## src/rtl/vshift_seq.sv

```systemverilog
// vshift_seq: chunk sequencer for vector shift instructions.
//
// Walks a vs2 operand of 1..8 64-bit chunks, feeds each chunk and the
// matching vs1 shift amounts to an external combinational shifter, and
// streams the results out through a valid/ready output register.
//
// Encodings:
//   instr_type: 3'd0 VSLL, 3'd1 VSRL, 3'd2 VSRA, 3'd3 VNSRL, 3'd4 VNSRA
//   sew       : 2'd0 SEW_8, 2'd1 SEW_16, 2'd2 SEW_32, 2'd3 SEW_64
//
// Build option: define VSHIFT_SEQ_NARROW_EN to support the narrowing shifts
// (VNSRL/VNSRA). Without it the pack logic is absent and narrowing requests
// are rejected as illegal.
module vshift_seq (
  input  logic        clk_i,
  input  logic        rstn_i,
  input  logic        req_valid_i,
  output logic        req_ready_o,
  input  logic [2:0]  instr_type_i,
  input  logic [1:0]  sew_i,
  input  logic [3:0]  nchunks_i,
  output logic        rd_valid_o,
  output logic [2:0]  rd_vs2_idx_o,
  output logic [2:0]  rd_vs1_idx_o,
  input  logic [63:0] rd_vs1_i,
  input  logic [63:0] rd_vs2_i,
  output logic [2:0]  sh_instr_type_o,
  output logic [1:0]  sh_sew_o,
  output logic [63:0] sh_vs1_o,
  output logic [63:0] sh_vs2_o,
  input  logic [63:0] sh_vd_i,
  output logic        res_valid_o,
  input  logic        res_ready_i,
  output logic [63:0] res_data_o,
  output logic [2:0]  res_idx_o,
  output logic        res_last_o,
  output logic        busy_o,
  output logic        illegal_o
);

  localparam logic [2:0] VSLL   = 3'd0;
  localparam logic [2:0] VSRL   = 3'd1;
  localparam logic [2:0] VSRA   = 3'd2;
  localparam logic [2:0] VNSRL  = 3'd3;
  localparam logic [2:0] VNSRA  = 3'd4;
  localparam logic [1:0] SEW_64 = 2'd3;

  typedef enum logic [1:0] {
    ST_IDLE  = 2'd0,
    ST_RUN   = 2'd1,
    ST_DRAIN = 2'd2
  } state_t;

  // Narrowing shifts consume two vs2 chunks per destination word.
  function automatic logic is_narrow(input logic [2:0] t);
    return (t == VNSRL) || (t == VNSRA);
  endfunction

  // A request is accepted only with a known opcode, 1..8 chunks, and a
  // narrowing destination width that leaves room for a 2*SEW source.
  function automatic logic req_is_legal(input logic [2:0] t,
                                        input logic [1:0] sew,
                                        input logic [3:0] n);
    logic ok;
    ok = (t inside {VSLL, VSRL, VSRA, VNSRL, VNSRA}) &&
         (n != 4'd0) && (n <= 4'd8) &&
         !(is_narrow(t) && (sew == SEW_64));
`ifndef VSHIFT_SEQ_NARROW_EN
    ok = ok && !is_narrow(t);
`endif
    return ok;
  endfunction

  state_t      state_q, state_d;
  logic [2:0]  instr_q, instr_d;
  logic [1:0]  sew_q, sew_d;
  logic [3:0]  nch_q, nch_d;
  logic [2:0]  cnt_q, cnt_d;
  logic        res_valid_q, res_valid_d;
  logic [63:0] res_data_q, res_data_d;
  logic [2:0]  res_idx_q, res_idx_d;
  logic        res_last_q, res_last_d;
  logic        illegal_q, illegal_d;
  logic        busy_q, busy_d;
  logic        rd_valid_q, rd_valid_d;
`ifdef VSHIFT_SEQ_NARROW_EN
  logic [31:0] pack_q, pack_d;
`endif

  logic        narrow_s;
  logic        adv_s;
  logic        last_chunk_s;

`ifdef VSHIFT_SEQ_NARROW_EN
  assign narrow_s = is_narrow(instr_q);
`else
  assign narrow_s = 1'b0;
`endif

  // The output register may take a new word when it is empty or being drained.
  assign adv_s        = !res_valid_q || res_ready_i;
  assign last_chunk_s = ({1'b0, cnt_q} == (nch_q - 4'd1));

  assign req_ready_o  = (state_q == ST_IDLE);
  assign rd_valid_o   = rd_valid_q;
  assign rd_vs2_idx_o = cnt_q;
  assign res_valid_o  = res_valid_q;
  assign res_data_o   = res_data_q;
  assign res_idx_o    = res_idx_q;
  assign res_last_o   = res_last_q;
  assign busy_o       = busy_q;
  assign illegal_o    = illegal_q;

  assign sh_instr_type_o = instr_q;
  assign sh_sew_o        = sew_q;
  assign sh_vs2_o        = rd_vs2_i;

  // Operand routing: narrowing reads one vs1 chunk for every two vs2 chunks,
  // odd vs2 chunks use the upper half of that vs1 chunk moved down.
  always_comb begin
    rd_vs1_idx_o = cnt_q;
    sh_vs1_o     = rd_vs1_i;
    if (narrow_s) begin
      rd_vs1_idx_o = {1'b0, cnt_q[2:1]};
      sh_vs1_o     = cnt_q[0] ? {32'd0, rd_vs1_i[63:32]} : rd_vs1_i;
    end else begin
      rd_vs1_idx_o = cnt_q;
      sh_vs1_o     = rd_vs1_i;
    end
  end

  // Next-state and next-output computation for the sequencer.
  always_comb begin
    state_d     = state_q;
    instr_d     = instr_q;
    sew_d       = sew_q;
    nch_d       = nch_q;
    cnt_d       = cnt_q;
    res_valid_d = res_valid_q && !res_ready_i;
    res_data_d  = res_data_q;
    res_idx_d   = res_idx_q;
    res_last_d  = res_last_q;
    illegal_d   = 1'b0;
`ifdef VSHIFT_SEQ_NARROW_EN
    pack_d      = pack_q;
`endif

    case (state_q)
      ST_IDLE: begin
        if (req_valid_i) begin
          if (req_is_legal(instr_type_i, sew_i, nchunks_i)) begin
            instr_d = instr_type_i;
            sew_d   = sew_i;
            nch_d   = nchunks_i;
            cnt_d   = 3'd0;
`ifdef VSHIFT_SEQ_NARROW_EN
            pack_d  = 32'd0;
`endif
            state_d = ST_RUN;
          end else begin
            illegal_d = 1'b1;
          end
        end else begin
          state_d = ST_IDLE;
        end
      end

      ST_RUN: begin
        if (adv_s) begin
          cnt_d   = cnt_q + 3'd1;
          state_d = last_chunk_s ? ST_DRAIN : ST_RUN;
`ifdef VSHIFT_SEQ_NARROW_EN
          if (narrow_s) begin
            if (cnt_q[0]) begin
              // Odd chunk completes a packed word.
              res_valid_d = 1'b1;
              res_data_d  = {sh_vd_i[31:0], pack_q};
              res_idx_d   = {1'b0, cnt_q[2:1]};
              res_last_d  = last_chunk_s;
            end else if (last_chunk_s) begin
              // Lone trailing even chunk: emit with an empty upper half.
              res_valid_d = 1'b1;
              res_data_d  = {32'd0, sh_vd_i[31:0]};
              res_idx_d   = {1'b0, cnt_q[2:1]};
              res_last_d  = 1'b1;
            end else begin
              pack_d = sh_vd_i[31:0];
            end
          end else begin
            res_valid_d = 1'b1;
            res_data_d  = sh_vd_i;
            res_idx_d   = cnt_q;
            res_last_d  = last_chunk_s;
          end
`else
          res_valid_d = 1'b1;
          res_data_d  = sh_vd_i;
          res_idx_d   = cnt_q;
          res_last_d  = last_chunk_s;
`endif
        end else begin
          state_d = ST_RUN;
        end
      end

      ST_DRAIN: begin
        if (res_valid_q && res_ready_i) begin
          state_d = ST_IDLE;
        end else begin
          state_d = ST_DRAIN;
        end
      end

      default: begin
        state_d     = ST_IDLE;
        res_valid_d = 1'b0;
      end
    endcase

    rd_valid_d = (state_d == ST_RUN);
    busy_d     = (state_d != ST_IDLE);
  end

  // State and output registers; reset aborts any request in flight.
  always_ff @(posedge clk_i or negedge rstn_i) begin
    if (!rstn_i) begin
      state_q     <= ST_IDLE;
      instr_q     <= 3'd0;
      sew_q       <= 2'd0;
      nch_q       <= 4'd0;
      cnt_q       <= 3'd0;
      res_valid_q <= 1'b0;
      res_data_q  <= 64'd0;
      res_idx_q   <= 3'd0;
      res_last_q  <= 1'b0;
      illegal_q   <= 1'b0;
      busy_q      <= 1'b0;
      rd_valid_q  <= 1'b0;
`ifdef VSHIFT_SEQ_NARROW_EN
      pack_q      <= 32'd0;
`endif
    end else begin
      state_q     <= state_d;
      instr_q     <= instr_d;
      sew_q       <= sew_d;
      nch_q       <= nch_d;
      cnt_q       <= cnt_d;
      res_valid_q <= res_valid_d;
      res_data_q  <= res_data_d;
      res_idx_q   <= res_idx_d;
      res_last_q  <= res_last_d;
      illegal_q   <= illegal_d;
      busy_q      <= busy_d;
      rd_valid_q  <= rd_valid_d;
`ifdef VSHIFT_SEQ_NARROW_EN
      pack_q      <= pack_d;
`endif
    end
  end

endmodule
```

## config.mk

```make
export PLATFORM = sky130hd
export DESIGN_NAME = vshift_seq
export DESIGN_NICKNAME = d
export VERILOG_FILES = /design/src/rtl/vshift_seq.sv
export SDC_FILE = /design/constraint.sdc
export NUM_CORES = 1
export LEC_CHECK = 0
export ABC_AREA = 1
export CAP_MARGIN = 20
export CELL_PAD_IN_SITES_DETAIL_PLACEMENT = 2
export CELL_PAD_IN_SITES_GLOBAL_PLACEMENT = 2
export CORE_MARGIN = 2
export CORE_UTILIZATION = 15
export CTS_BUF_LIST = sky130_fd_sc_hd__clkbuf_8
export DETAILED_ROUTE_END_ITERATION = 8
export GPL_ROUTABILITY_DRIVEN = 0
export PLACE_DENSITY = 0.91
export SETUP_SLACK_MARGIN = 0.4
export SLEW_MARGIN = 20
export SYNTH_ARGS = -nofsm -noshare
export SYNTH_HDL_FRONTEND = slang
export SYNTH_SLANG_ARGS = --single-unit
```

## constraint.sdc

```tcl
create_clock -name clk_i -period 1.7 [get_ports clk_i]
set_clock_uncertainty 0.2 [all_clocks]
set_input_delay 0.255 -clock clk_i [delete_from_list [all_inputs] [get_ports clk_i]]
set_output_delay 0.255 -clock clk_i [all_outputs]
set_load 0.02 [all_outputs]
```

==> impl_summary.log <==
[metrics] initial antenna violation count: 0
[metrics] global-route met2 utilization: 21.2%
[metrics] max-slew headroom at the worst pin: around two thirds
[metrics] Internal: roughly 0.011 W
[metrics] logic gate share of total power: between 70% and 80%
[metrics] master cell of the clock root buffer: sky130_fd_sc_hd__clkbuf_8
[metrics] mean routed wirelength per cell: 18.1 µm
[metrics] nets in the synthesized netlist: between 700 and 800
[metrics] Post-synth ARST share: 100%
[metrics] power spent charging and discharging nets: approximately 0.0077 W
[metrics] layout net count: about 910
[metrics] switching power share of the total: approximately 41%
[metrics] effective utilization at floorplan: roughly 15%
[metrics] number of library cell types mapped by synthesis: 18
[metrics] min-delay worst type: in -> reg
[metrics] setup repair after global routing missed its margin: yes
[metrics] synthesis warning total: 0
[metrics] required time reported for the critical path endpoint: 1.77 ns
[metrics] storage element area: between 0.002 and 0.0025 mm²
[metrics] maximum number of pins on one net before global-route repair: 87
[metrics] number of max-slew violations in the final report: 0
[metrics] result of the run: complete, no violations
[metrics] final critical path time including I/O delays and setup: about 1.7 ns
[metrics] share of the synthesized area in the top cell type: between 40 and 50%
[metrics] number of global-route vias before repair: 4489
[metrics] sequential cell area fraction in the yosys report: 48.3%
[metrics] Post-synth top cells: sky130_fd_sc_hd__nand2_1, sky130_fd_sc_hd__buf_4, sky130_fd_sc_hd__dfrtp_1
[metrics] data arrival time at the worst-slack endpoint: 1.77 ns
[metrics] IO Pins: about 420
[metrics] cells traversed along the worst timing path: nand2_2, inv_2, nor2_4, inv_4, buf_12, buf_12, buf_16, nand2_4, nand2_2
[metrics] slew at the pin with the worst max-slew slack: 0.519 ns
[metrics] Worst Setup Slack post-DPL: -0.213 ns
[metrics] GR Util All Layers: 11.8%
[metrics] top area cells in the synthesized netlist: sky130_fd_sc_hd__dfrtp_1, sky130_fd_sc_hd__buf_4, sky130_fd_sc_hd__nand2_1
[metrics] path type of the worst setup path: reg -> reg
[metrics] die footprint: between 0.03 and 0.04 mm²
[metrics] maximum operating frequency: between 0.5 and 0.6 GHz
[metrics] gate family responsible for the most delay along the worst path: buffers and inverters
[metrics] met1 capacity usage during global routing: about an eighth
[metrics] number of flip-flops and latches in the synthesized netlist: 86
[metrics] synth-to-layout area growth: 88.8%
[metrics] count of buffer and inverter cells on the critical path: 5
[metrics] layout filler cell count: between 3000 and 4000
[metrics] remaining global-route overflow: 0
[metrics] number of cells produced by synthesis: 531
[metrics] fraction of met3 tracks used by global routing: 3.55%
[metrics] final worst setup slack: approximately 0.0007 ns
[metrics] Reg clk slew, reported paths: ~0.10 ns
[metrics] final std cells w/o fill: roughly 1100
[metrics] fraction of final layout cells sized beyond drive strength 1: around three fifths
[metrics] number of routed nets with antenna violations: 0
[metrics] Chip Height: around 180 µm
[metrics] maximum vdd ir drop: approximately 480 µV
[metrics] clock insertion delay at the later pin of the skew report: approximately 0.37 ns
[metrics] cell with the most instances after synthesis: sky130_fd_sc_hd__nand2_1
[metrics] total leakage power: roughly 4.2 nW
[metrics] sequential group share of total power: a little over a fifth
[metrics] endpoints failing hold: 0
[metrics] Power Dens Cells: 2220 mW/mm²
[metrics] antenna diode count: 0
[metrics] CTS tree: yes
[metrics] number of sinks on the clock net: 86
[metrics] number of buffers created by CTS: 9
[metrics] maximum buffer depth of the clock tree: 2
[metrics] # H-tree levels: 3
[metrics] netlist area before placement: between 0.004 and 0.005 mm²
[metrics] area used by multi-input combinational logic: between 0.0015 and 0.002 mm²
[metrics] Top FF cell, synth: sky130_fd_sc_hd__dfrtp_1
[metrics] number of synthesized flops with an enable pin: 0
[metrics] syn_area_per_cell: roughly 8.4 µm²
[metrics] Starting DRT DRC Count: 76
[metrics] kind of launch point of the worst setup path: flip-flop
[metrics] total of max-cap violations: 0
[metrics] number of iterations in the first detailed-routing pass: 4
[metrics] DIE WIDTH: 176 µm
[metrics] post-placement cell count: ~960
[metrics] standard-cell row count: between 60 and 70
[metrics] CP max stage delay: about 0.44 ns
[metrics] per-cell via count in the routed design: roughly 3.7
[metrics] half-perimeter wire length of the detailed placement result: approximately 11000 µm
[metrics] clock network fraction of design power: 8.7%
[metrics] number of input and output port buffers inserted: 160
[metrics] global-route wire length before repair: roughly 27000 µm
[metrics] critical path's slowest cell: sky130_fd_sc_hd__dfrtp_2
[metrics] Yosys top cell by area: sky130_fd_sc_hd__dfrtp_1
[metrics] most utilized layer in the global route result: met2
[metrics] area of the core: 0.0295 mm²
[metrics] share of the clock period used by the worst path after layout: 100%
[metrics] total length of routed wires: 19800 µm
[metrics] DRC violations left: 0
[metrics] final setup violation count: 0
[metrics] maximum net fanout on the critical path: 8
[metrics] vias after detailed routing: between 4000 and 5000
[metrics] kind of capture point of the worst setup path: flip-flop
cells in the final DEF, fill, tap and decap left out, types with 2 or more instances in the layout:
| master | count |
|---|---|
| sky130_fd_sc_hd__buf_12 | 19 |
| sky130_fd_sc_hd__buf_16 | 20 |
| sky130_fd_sc_hd__buf_4 | 86 |
| sky130_fd_sc_hd__buf_6 | 99 |
| sky130_fd_sc_hd__buf_8 | 2 |
| sky130_fd_sc_hd__bufinv_16 | 2 |
| sky130_fd_sc_hd__clkbuf_16 | 2 |
| sky130_fd_sc_hd__clkbuf_8 | 9 |
| sky130_fd_sc_hd__clkdlybuf4s15_2 | 2 |
| sky130_fd_sc_hd__clkdlybuf4s50_1 | 75 |
| sky130_fd_sc_hd__clkinv_2 | 3 |
| sky130_fd_sc_hd__dfrtp_1 | 81 |
| sky130_fd_sc_hd__dfrtp_2 | 5 |
| sky130_fd_sc_hd__inv_1 | 13 |
| sky130_fd_sc_hd__inv_2 | 6 |
| sky130_fd_sc_hd__inv_4 | 2 |
| sky130_fd_sc_hd__nand2_1 | 86 |
| sky130_fd_sc_hd__nand2_2 | 90 |
| sky130_fd_sc_hd__nand2_4 | 61 |
| sky130_fd_sc_hd__nand2_8 | 2 |
| sky130_fd_sc_hd__nand3_1 | 4 |
| sky130_fd_sc_hd__nand3_2 | 3 |
| sky130_fd_sc_hd__nand3_4 | 2 |
| sky130_fd_sc_hd__nor2_1 | 5 |
| sky130_fd_sc_hd__nor2_2 | 4 |
| sky130_fd_sc_hd__nor2_4 | 3 |
| sky130_fd_sc_hd__o21ai_1 | 2 |
| sky130_fd_sc_hd__o21ai_2 | 7 |
stage by stage:
step,cell area [µm²],power [W],hold slack [ns],utilization (%),TNS (ns)
final,8420,0.0187,0.229,28.6,0
after global routing,8420,0.0198,0.194,28.6,-1.30
after CTS,7380,0.0164,0.172,25.0,0
after detailed placement,5740,0.0103,0.156,19.5,-14.97
after global placement,5740,0.00998,0.150,19.5,-10.10
after floorplan,4540,0.00752,-0.241,-,0
worst reg2reg max path, cell delays in order, from the launching register on:
cell	delay, ns
sky130_fd_sc_hd__dfrtp_2	0.44
sky130_fd_sc_hd__nand2_2	0.10
sky130_fd_sc_hd__inv_2	0.05
sky130_fd_sc_hd__nor2_4	0.17
sky130_fd_sc_hd__inv_4	0.08
sky130_fd_sc_hd__buf_12	0.17
sky130_fd_sc_hd__buf_12	0.14
sky130_fd_sc_hd__buf_16	0.14
sky130_fd_sc_hd__nand2_4	0.06
sky130_fd_sc_hd__nand2_2	0.06
worst paths after layout:
kind / from / end / slack [ns] / cells past startpoint
worst min-delay path: sh_vd_i[23] / res_data_o[23] / 0.23 / 3
min in group asynchronous: rstn_i / res_data_o[6] / 0.26 / 3
worst min register to register: res_data_o[28] / res_data_o[28] / 0.32 / 2
worst max-delay path: res_valid_o / res_data_o[34] / 0.0007 / 9
max in group asynchronous: rstn_i / res_data_o[53] / 0.63 / 3
worst max register to register: res_valid_o / res_data_o[34] / 0.0007 / 9
layer usage:
metal | share of wire (%) | wire (µm) | vias to the layer above
met2 | 54 | 10700 | 165
met5 | 0 | 0 | -
met3 | 6.4 | 1260 | 86
met1 | 35 | 6850 | 1995
met4 | 5.0 | 987 | 0
li1 | - | - | 1823
logic make-up after synthesis:
family	after synthesis	share of synthesized area, %
xor gates and xnor gates	1	0.196
DFF	86	48.3
buffers and inverters	168	26.8
AOI/OAI and AO/OA	14	1.68
adders and majority gates	2	0.561
and+or+nand+nor	260	22.5
flip-flops by register name, indices dropped and copies added, names as in the netlist, 2 cells and up:
register         flops
rd_vs1_idx_o         3
state_q              2
nch_q                4
res_data_o          64
res_idx_o            3
sh_instr_type_o      3
sh_sew_o             2
repair_timing:
action	in CTS	in global routing
hold buffers	1	0
resized for setup	593	193
hold endpoints to repair	86	0
setup buffers	60	42
setup endpoints to repair	168	169
pin swaps	34	49
gates cloned	19	2
area by class of cell:
class                           instances  share of cell area [%]
Timing Repair Buffer                  306                    42.2
Clock inverter                          6                   0.936
Sequential cell                        86                    25.6
Multi-Input combinational cell        277                    22.9
Tap cell                              390                    5.80
Clock buffer                            9                    1.47
Inverter                               21                    1.06
power by group through the flow:
stage / Sequential (W) / Clock, W / Combinational (W)
final: 0.00391 / 0.00163 / 0.0131
after global routing: 0.00402 / 0.00180 / 0.0140
after CTS: 0.00385 / 0.00173 / 0.0108
after detailed placement: 0.00372 / 0 / 0.00655
after global placement: 0.00367 / 0 / 0.00631
after floorplan: 0.00472 / 0 / 0.00280
Note: power is estimated with default switching activity, not from simulation.
